`config.mk`:
```
export PLATFORM = sky130hd
export DESIGN_NAME = ifetch_unit_flat
export DESIGN_NICKNAME = d
export VERILOG_FILES = /design/src/rtl/ifetch_unit_if.sv /design/src/rtl/ifetch_unit.sv /design/src/flat_wrapper.sv
export SDC_FILE = /design/constraint.sdc
export NUM_CORES = 1
export LEC_CHECK = 0
export CORE_ASPECT_RATIO = 2
export CORE_MARGIN = 3
export CORE_UTILIZATION = 50
export CTS_CLUSTER_SIZE = 16
export DETAILED_ROUTE_END_ITERATION = 10
export PLACE_DENSITY = 0.75
export SYNTH_ARGS = -nofsm -noshare
export SYNTH_HDL_FRONTEND = slang
export SYNTH_SLANG_ARGS = --single-unit
```
`constraint.sdc`:
```
create_clock -name clk -period 3 [get_ports clk]
set_input_delay 0.6 -clock clk [delete_from_list [all_inputs] [get_ports clk]]
set_output_delay 0.6 -clock clk [all_outputs]
set_load 0.01 [all_outputs]
```
`src/rtl/ifetch_unit_if.sv`:
```
// ============================================================================
//  Module   : ifetch_unit_if
//  Brief    : Fetch-unit bus bundle: decode-side control, imem port, decode output.
//  Revision : 1.0
// ============================================================================
`default_nettype none

interface ifetch_unit_if;
    logic        stall;
    logic        redirect;
    logic [31:0] redirect_pc;
    logic        imem_req;
    logic [31:0] imem_addr;
    logic        imem_ack;
    logic [31:0] imem_rdata;
    logic [31:0] ir;
    logic        ir_already;
    logic [31:0] pc;

    modport master (
        input  stall, redirect, redirect_pc, imem_ack, imem_rdata,
        output imem_req, imem_addr, ir, ir_already, pc
    );

    modport slave (
        output stall, redirect, redirect_pc, imem_ack, imem_rdata,
        input  imem_req, imem_addr, ir, ir_already, pc
    );
endinterface

`default_nettype wire

```
`src/rtl/ifetch_unit.sv`:
```
// ============================================================================
//  Module   : ifetch_unit
//  Brief    : Instruction fetch with one-entry skid buffer and redirect drain.
//  Revision : 1.0
// ============================================================================
`default_nettype none

module ifetch_unit #(
    parameter logic [31:0] RESET_PC = 32'h0000_0000
) (
    input  logic          clk,
    input  logic          reset,
    ifetch_unit_if.master bus
);

    typedef enum logic [1:0] {
        S_BOOT  = 2'd0,
        S_FETCH = 2'd1,
        S_FULL  = 2'd2,
        S_DRAIN = 2'd3
    } state_t;

    localparam logic [31:0] c_WORD_MASK = 32'hFFFF_FFFC;

    state_t      r_state,      w_state_nxt;
    logic [31:0] r_fetch_pc,   w_fetch_pc_nxt;
    logic [31:0] r_ir,         w_ir_nxt;
    logic [31:0] r_pc,         w_pc_nxt;
    logic        r_ir_already, w_ir_already_nxt;
    logic [31:0] r_buf_ir,     w_buf_ir_nxt;
    logic [31:0] r_buf_pc,     w_buf_pc_nxt;
    logic [31:0] r_target,     w_target_nxt;
    logic [31:0] w_redirect_pc;
    logic [31:0] w_pc_inc;
    logic        w_imem_req;

    assign w_redirect_pc = bus.redirect_pc & c_WORD_MASK;
    assign w_pc_inc      = r_fetch_pc + 32'd4;

    always_ff @(posedge clk) begin
        if (reset) begin
            r_state      <= S_BOOT;
            r_fetch_pc   <= RESET_PC;
            r_ir         <= 32'd0;
            r_pc         <= 32'd0;
            r_ir_already <= 1'b0;
            r_buf_ir     <= 32'd0;
            r_buf_pc     <= 32'd0;
            r_target     <= 32'd0;
        end else begin
            r_state      <= w_state_nxt;
            r_fetch_pc   <= w_fetch_pc_nxt;
            r_ir         <= w_ir_nxt;
            r_pc         <= w_pc_nxt;
            r_ir_already <= w_ir_already_nxt;
            r_buf_ir     <= w_buf_ir_nxt;
            r_buf_pc     <= w_buf_pc_nxt;
            r_target     <= w_target_nxt;
        end
    end

    always_comb begin
        w_state_nxt      = r_state;
        w_fetch_pc_nxt   = r_fetch_pc;
        w_ir_nxt         = r_ir;
        w_pc_nxt         = r_pc;
        w_ir_already_nxt = 1'b0;
        w_buf_ir_nxt     = r_buf_ir;
        w_buf_pc_nxt     = r_buf_pc;
        w_target_nxt     = r_target;
        w_imem_req       = 1'b0;

        case (r_state)
            S_BOOT: begin
                w_state_nxt = S_FETCH;
            end
            S_FETCH: begin
                w_imem_req = 1'b1;
                if (bus.redirect) begin
                    if (bus.imem_ack) begin
                        w_fetch_pc_nxt = w_redirect_pc;
                    end else begin
                        // The bus cannot retract a request, so wait out the old one.
                        w_target_nxt = w_redirect_pc;
                        w_state_nxt  = S_DRAIN;
                    end
                end else if (bus.imem_ack) begin
                    w_fetch_pc_nxt = w_pc_inc;
                    if (bus.stall) begin
                        w_buf_ir_nxt = bus.imem_rdata;
                        w_buf_pc_nxt = r_fetch_pc;
                        w_state_nxt  = S_FULL;
                    end else begin
                        w_ir_nxt         = bus.imem_rdata;
                        w_pc_nxt         = r_fetch_pc;
                        w_ir_already_nxt = 1'b1;
                    end
                end
            end
            S_FULL: begin
                if (bus.redirect) begin
                    w_fetch_pc_nxt = w_redirect_pc;
                    w_state_nxt    = S_FETCH;
                end else if (!bus.stall) begin
                    w_ir_nxt         = r_buf_ir;
                    w_pc_nxt         = r_buf_pc;
                    w_ir_already_nxt = 1'b1;
                    w_state_nxt      = S_FETCH;
                end
            end
            S_DRAIN: begin
                w_imem_req = 1'b1;
                if (bus.imem_ack) begin
                    w_fetch_pc_nxt = bus.redirect ? w_redirect_pc : r_target;
                    w_state_nxt    = S_FETCH;
                end else if (bus.redirect) begin
                    w_target_nxt = w_redirect_pc;
                end
            end
            default: begin
                w_state_nxt = S_BOOT;
            end
        endcase
    end

    // Reset gates the request combinationally so an in-flight access is dropped at once.
    assign bus.imem_req   = w_imem_req & ~reset;
    assign bus.imem_addr  = r_fetch_pc;
    assign bus.ir         = r_ir;
    assign bus.pc         = r_pc;
    assign bus.ir_already = r_ir_already;

endmodule

`default_nettype wire

```
`src/flat_wrapper.sv`:
```
// flat-port wrapper written by rule: the top's interface ports become plain ports
module ifetch_unit_flat 
#(
    parameter logic [31:0] RESET_PC = 32'h0000_0000
)
  (clk, reset, bus_stall, bus_redirect, bus_redirect_pc, bus_imem_ack, bus_imem_rdata, bus_imem_req, bus_imem_addr, bus_ir, bus_ir_already, bus_pc);
  ifetch_unit_if bus_i ();
  input  logic clk;
  input  logic reset;
  input wire logic [$bits(bus_i.stall)-1:0] bus_stall;
  input wire logic [$bits(bus_i.redirect)-1:0] bus_redirect;
  input wire logic [$bits(bus_i.redirect_pc)-1:0] bus_redirect_pc;
  input wire logic [$bits(bus_i.imem_ack)-1:0] bus_imem_ack;
  input wire logic [$bits(bus_i.imem_rdata)-1:0] bus_imem_rdata;
  output wire logic [$bits(bus_i.imem_req)-1:0] bus_imem_req;
  output wire logic [$bits(bus_i.imem_addr)-1:0] bus_imem_addr;
  output wire logic [$bits(bus_i.ir)-1:0] bus_ir;
  output wire logic [$bits(bus_i.ir_already)-1:0] bus_ir_already;
  output wire logic [$bits(bus_i.pc)-1:0] bus_pc;
  assign bus_i.stall = bus_stall;
  assign bus_i.redirect = bus_redirect;
  assign bus_i.redirect_pc = bus_redirect_pc;
  assign bus_i.imem_ack = bus_imem_ack;
  assign bus_i.imem_rdata = bus_imem_rdata;
  assign bus_imem_req = bus_i.imem_req;
  assign bus_imem_addr = bus_i.imem_addr;
  assign bus_ir = bus_i.ir;
  assign bus_ir_already = bus_i.ir_already;
  assign bus_pc = bus_i.pc;
  ifetch_unit #(.RESET_PC(RESET_PC)) u_core (.clk(clk), .reset(reset), .bus(bus_i));
endmodule
```
==> results of run 1 <==
[final timing paths]
path | start | to | slack [ns] | cells past startpoint
worst min register to register | u_core.r_buf_pc[26] | u_core.r_buf_pc[26] | 0.45 | 2
worst min-delay path | u_core.r_buf_pc[26] | u_core.r_buf_pc[26] | 0.45 | 2
worst max register to register | u_core.bus.imem_addr[2] | u_core.bus.imem_addr[28] | 0.45 | 7
worst max-delay path | u_core.r_state[1] | bus_imem_req | 0.39 | 5
[layout make-up]
cell class,count,area share (%)
timing repair buffer,197,17.6
multi-input combinational,748,38.8
clock inverter,11,1.19
tap,207,2.36
clock buffer,20,4.16
sequential,195,35.6
inverter,9,0.308
[synthesized netlist by cell type (all sizes together), types with 2 or more instances]
cell type | count | share of area (%)
nand2 | 212 | 9.3
dfxtp | 195 | 46
a21oi | 123 | 7.2
nor2 | 93 | 4.1
clkbuf | 83 | 3.7
mux2i | 67 | 7.9
a211oi | 66 | 5.8
o21ai | 28 | 1.6
a22oi | 22 | 1.9
nand3 | 14 | 0.82
nor3 | 14 | 0.82
buf | 13 | 0.69
nand4 | 12 | 1.1
a31oi | 11 | 0.81
inv | 9 | 0.40
or3 | 7 | 0.54
and3 | 6 | 0.44
nor4 | 6 | 0.44
a221o | 5 | 0.59
a22o | 5 | 0.51
ha | 5 | 0.73
o211ai | 5 | 0.44
nor2b | 4 | 0.29
or4 | 4 | 0.44
a221oi | 3 | 0.31
a311oi | 3 | 0.31
o31ai | 3 | 0.26
or2 | 3 | 0.22
a21o | 2 | 0.18
and2 | 2 | 0.15
and4 | 2 | 0.21
mux2 | 2 | 0.26
nand2b | 2 | 0.15
nor4b | 2 | 0.21
o21a | 2 | 0.18
o41ai | 2 | 0.21
xor2 | 2 | 0.21
[power breakdown]
group          leakage, nW  switching, mW  internal, mW  total (mW)
sequential            1.58          0.166          2.74        2.90
clock                0.275          0.982          1.27        2.26
combinational         1.71          0.663         0.596        1.26
[layer usage]
layer / share of wire [%] / up-vias
met5: 0 / -
met4: 3.4 / 0
met3: 3.8 / 40
met2: 52 / 217
met1: 40 / 3631
li1: - / 3940
[state kept, by name, summed over array words and instances (netlist names)]
signal                 count
u_core.bus.imem_addr      32
u_core.bus.ir             32
u_core.bus.ir_already      1
u_core.bus.pc             32
u_core.r_buf_ir           32
u_core.r_buf_pc           32
u_core.r_state             2
u_core.r_target           32
[critical path, stage by stage, from the launching register on]
cell and delay (ns):
dfxtp_1 0.41, ha_1 0.22, buf_4 0.23, nor2_1 0.09
nor2_1 0.10, clkdlybuf4s50_1 0.54
[logic make-up after synthesis]
family | Yosys count | share of synthesized area (%)
xor gates and xnor gates | 3 | 0.308
AOI/OAI and AO/OA | 286 | 21.0
muxes | 69 | 8.11
adders and majority gates | 5 | 0.732
and+or+nand+nor | 385 | 19.3
buffers and inverters | 105 | 4.79
DFF | 195 | 45.7
[cells in the final DEF, fill, tap and decap left out, types with 4 or more instances in the layout]
cell type,count
nand2_1,212
dfxtp_1,195
clkdlybuf4s50_1,163
a21oi_1,123
nor2_1,92
mux2i_1,67
a211oi_1,66
buf_4,30
o21ai_0,28
a22oi_1,22
clkbuf_16,17
nor3_1,13
nand3_1,13
nand4_1,11
a31oi_1,11
inv_1,9
nor4_1,6
or3_1,5
o211ai_1,5
and3_1,5
a22o_1,5
a221o_1,5
nor2b_1,4
ha_1,4
clkinvlp_4,4
==> impl_metrics.py, run 1 <==
metrics = {
    "power_and_ir_drop": {
        "power_mw": 6.42,
        "leakagePower_nw": 3.57,
        "powerDensity_nw_per_um2": 585,
        "peakVddDrop_mv": 0.327,
    },
    "worst_hold_path": {
        "hold_class": "register to register",
    },
    "placement": {
        "place.gp.congestion": 0.910,
        "io_buffers": 164,
        "dp_slack_ns": 0.292,
        "placed_cell_area_um2": 10400,
        "hpwl_um": 15000,
        "dp.cells": 1356,
    },
    "yosys": {
        "syn-num-nets": 1122,
        "synthCells": 1048,
        "ys.flop_type": "dfxtp_1",
        "synth-edff-count": 0,
        "yosys_warnings": 0,
        "ys_async_sr_fraction_pct": 0,
        "ys_ff_latch": 195,
        "yosysSeqAreaShare_pct": 45.7,
        "syn-mean-instance-area_um2": 8.15,
        "syn_area_um2": 8540,
        "ys_types": 53,
    },
    "grt": {
        "use_met3_pct": 3.15,
        "grt_usage_pct": 23.9,
        "grt-ovfl-total": 0,
        "grt_max_degree": 106,
        "antenna_found_initial": 0,
        "gr-usage-met1_pct": 27.5,
        "grt_pass1_wl_um": 36800,
        "grt_pass1_vias": 7442,
        "grtUsageMet2_pct": 42.5,
        "grt.busiest_layer": "met2",
    },
    "floorplanning": {
        "die_x_um": 98.4,
        "fp.coreArea_um2": 16800,
        "die_h_um": 191,
        "fp-row-count": 67,
        "ios": 167,
        "dieArea_um2": 18800,
        "start_util_pct": 50.9,
    },
    "critical_path": {
        "crit_required_ns": 2.40,
        "worstPathArrival_ns": 2.01,
        "endpoint_kind": "output port",
        "cp-start-kind": "register",
        "crit_fanout": 16,
        "crit_type": "register to output port",
    },
    "cells_and_area": {
        "multi_input_area_um2": 4260,
        "stdcell_count": 1387,
        "postLayoutCoreUtil_pct": 65.4,
        "drive_gt1_share_pct": 6.78,
        "final_nets": 1242,
        "diodes": 0,
        "fillers": 1455,
        "design_area_um2": 11000,
        "regArea_um2": 3900,
        "area_growth_pct": 28.4,
    },
    "cts": {
        "cts.clk_slew.worst_paths_ns": 0.06,
        "clockBufferDepth": 2,
        "post_cts_buffers": 0,
        "clockRootBuffer": "clkbuf_16",
        "insertion_delay_ns": 0.43,
        "ctsResizeCount": 0,
        "cts_max_level": 4,
        "cts_sinks": 195,
        "cts_tree": "yes",
        "cts_hold_buf": 0,
        "numCtsBuffers": 17,
    },
    "sta": {
        "tightest_slew_ns": 1.09,
        "final.setup.worst_slack_ns": 0.390,
        "fin_crit_sh_pct": 87.0,
        "hold_viol": 0,
        "rsz0062_at_grt": "false",
        "max_freq_ghz": 0.383,
        "slew_headroom_pct": 27.6,
        "setup_tns_ns": 0,
        "fin_skew_ns": 0.0117,
        "hold_ws_ns": 0.453,
        "final_max_slew_viol_count": 0,
        "period_needed_ns": 2.61,
        "setup_viol": 0,
    },
    "detailed_routing": {
        "vias": 7828,
        "drtIter0Drc": 360,
        "wl_um": 22500,
        "drc": 0,
        "wl_per_cell_um": 16.3,
        "dr.pass1.iters": 5,
        "antenna_left": 0,
        "via_per_inst": 5.64,
    },
    "run": {
        "drv_cap": 0,
    },
    "status": {
        "status": "completed",
    },
}
(Power assumes the default switching activity.)
==> run 2: changes to the inputs <==
Settings changed: CORE_MARGIN 3 to default.
==> run 2 against run 1 <==
Net effect: total power is 0.96% higher; non-clock buffer count is 4 higher; final cell count up 0.36%; combinational power grew 5%; sequential share of layout area down 0.19 points; sequential power barely moved; utilization increased by 0.34 points; critical path type unchanged.
==> impl_metrics.py, run 2 (synthesis gave the netlist of run 1 again) <==
metrics = {
    "status": {
        "status": "completed",
    },
    "floorplanning": {
        "die_h_um": 187,
        "dieArea_um2": 17600,
        "fp.coreArea_um2": 16800,
        "die_x_um": 94.4,
        "start_util_pct": 50.9,
        "fp-row-count": 67,
        "ios": 167,
    },
    "cts": {
        "cts_hold_buf": 0,
        "clockBufferDepth": 2,
        "clockRootBuffer": "clkbuf_16",
        "ctsResizeCount": 0,
        "cts_tree": "yes",
        "post_cts_buffers": 0,
        "numCtsBuffers": 17,
        "cts_max_level": 4,
        "cts_sinks": 195,
        "cts.clk_slew.worst_paths_ns": 0.08,
        "insertion_delay_ns": 0.43,
    },
    "sta": {
        "setup_viol": 0,
        "slew_headroom_pct": 20.6,
        "setup_tns_ns": 0,
        "rsz0062_at_grt": "false",
        "max_freq_ghz": 0.378,
        "fin_crit_sh_pct": 88.2,
        "tightest_slew_ns": 1.19,
        "period_needed_ns": 2.65,
        "hold_viol": 0,
        "fin_skew_ns": 0.0122,
        "final_max_slew_viol_count": 0,
    },
    "power_and_ir_drop": {
        "power_mw": 6.48,
        "peakVddDrop_mv": 0.399,
        "powerDensity_nw_per_um2": 587,
        "leakagePower_nw": 3.62,
    },
    "cells_and_area": {
        "drive_gt1_share_pct": 7.26,
        "final_common_cell": "nand2_1",
        "fillers": 1512,
        "area_growth_pct": 29.1,
        "diodes": 0,
        "mostFrequentLayoutCells": "nand2_1 (212), dfxtp_1 (195), clkdlybuf4s50_1 (163)",
        "final_nets": 1246,
    },
    "run": {
        "drv_cap": 0,
    },
    "placement": {
        "hpwl_um": 14700,
        "place.gp.congestion": 0.894,
        "io_buffers": 164,
    },
    "critical_path": {
        "endpoint_kind": "output port",
        "crit_type": "register to output port",
        "worstPathArrival_ns": 2.05,
        "crit_required_ns": 2.40,
        "crit_fanout": 16,
        "cp-start-kind": "register",
    },
    "grt": {
        "grt_max_degree": 100,
        "grt-ovfl-total": 0,
        "grt_usage_pct": 25.5,
        "grt_pass1_vias": 7219,
        "grt_pass1_wl_um": 35600,
        "antenna_found_initial": 0,
    },
    "detailed_routing": {
        "wl_um": 22300,
        "dr.pass1.iters": 5,
        "via_per_inst": 5.67,
        "vias": 7897,
        "drtIter0Drc": 378,
        "wl_per_cell_um": 16.0,
        "antenna_left": 0,
        "drc": 0,
    },
    "worst_hold_path": {
        "hold_class": "register to register",
    },
}
-- run 2: changes by cell type in the layout (fill, tap and decap cells not counted) --
cell        delta
inv_6          +7
clkinvlp_4     -4
buf_12         +2
buf_4          +2
clkinv_4       -2
inv_8          +2
bufinv_16      -1
clkbuf_1       -1
-- run 2: layout make-up --
| type | count | area, um^2 | area share, % |
|---|---|---|---|
| inverter | 9 | 33.8 | 0.306 |
| timing repair buffer | 201 | 1980 | 18.0 |
| multi-input combinational | 748 | 4260 | 38.6 |
| clock inverter | 13 | 136 | 1.24 |
| tap | 207 | 259 | 2.35 |
| clock buffer | 19 | 453 | 4.11 |
| sequential | 195 | 3900 | 35.4 |
-- run 2: through the flow --
stage / cell area, um^2 / cells / hold slack (ns) / utilization (%) / worst slack, ns
finish: 11000 / 1392 / 0.456 / 65.8 / 0.354
global route: 11000 / 1392 / 0.470 / 65.8 / 0.255
CTS: 11000 / 1392 / 0.456 / 65.8 / 0.362
detailed placement: 10400 / 1360 / 0.446 / 62.3 / 0.259
global placement: 10400 / 1360 / 0.439 / 62.3 / 0.241
floorplan: 8540 / 1048 / 0.434 / - / 0.601
-- run 2: power breakdown --
part / leakage, nW / total [mW] / internal, mW / switching [mW]
combinational: 1.74 / 1.32 / 0.625 / 0.699
sequential: 1.58 / 2.87 / 2.73 / 0.134
clock: 0.294 / 2.29 / 1.22 / 1.06
total: 3.62 / 6.48 / 4.58 / 1.89
-- run 2: routing by layer --
layer  vias to the layer above  wire (um)  global-route usage (%)
met1                      3644       8990                    30.2
met4                         0        658                    11.7
met2                       261      11700                    44.6
li1                       3948          -                       -
met3                        44        958                    3.05
met5                         -          0                       0
-- run 2: critical path, cell delays in order (launching register included) --
cell and delay [ns]:
dfxtp_1 0.42, ha_1 0.20, buf_4 0.23, nor2_1 0.09, nor2_1 0.13, clkdlybuf4s50_1 0.55
-- run 2: final timing paths --
kind	cells after the start	startpoint	slack (ns)	endpoint
worst max-delay path	5	u_core.r_state[1]	0.35	bus_imem_req
worst min register to register	2	u_core.r_target[11]	0.46	u_core.r_target[11]
worst min-delay path	2	u_core.r_target[11]	0.46	u_core.r_target[11]
worst max register to register	5	u_core.bus.imem_addr[8]	0.48	u_core.bus.imem_addr[31]
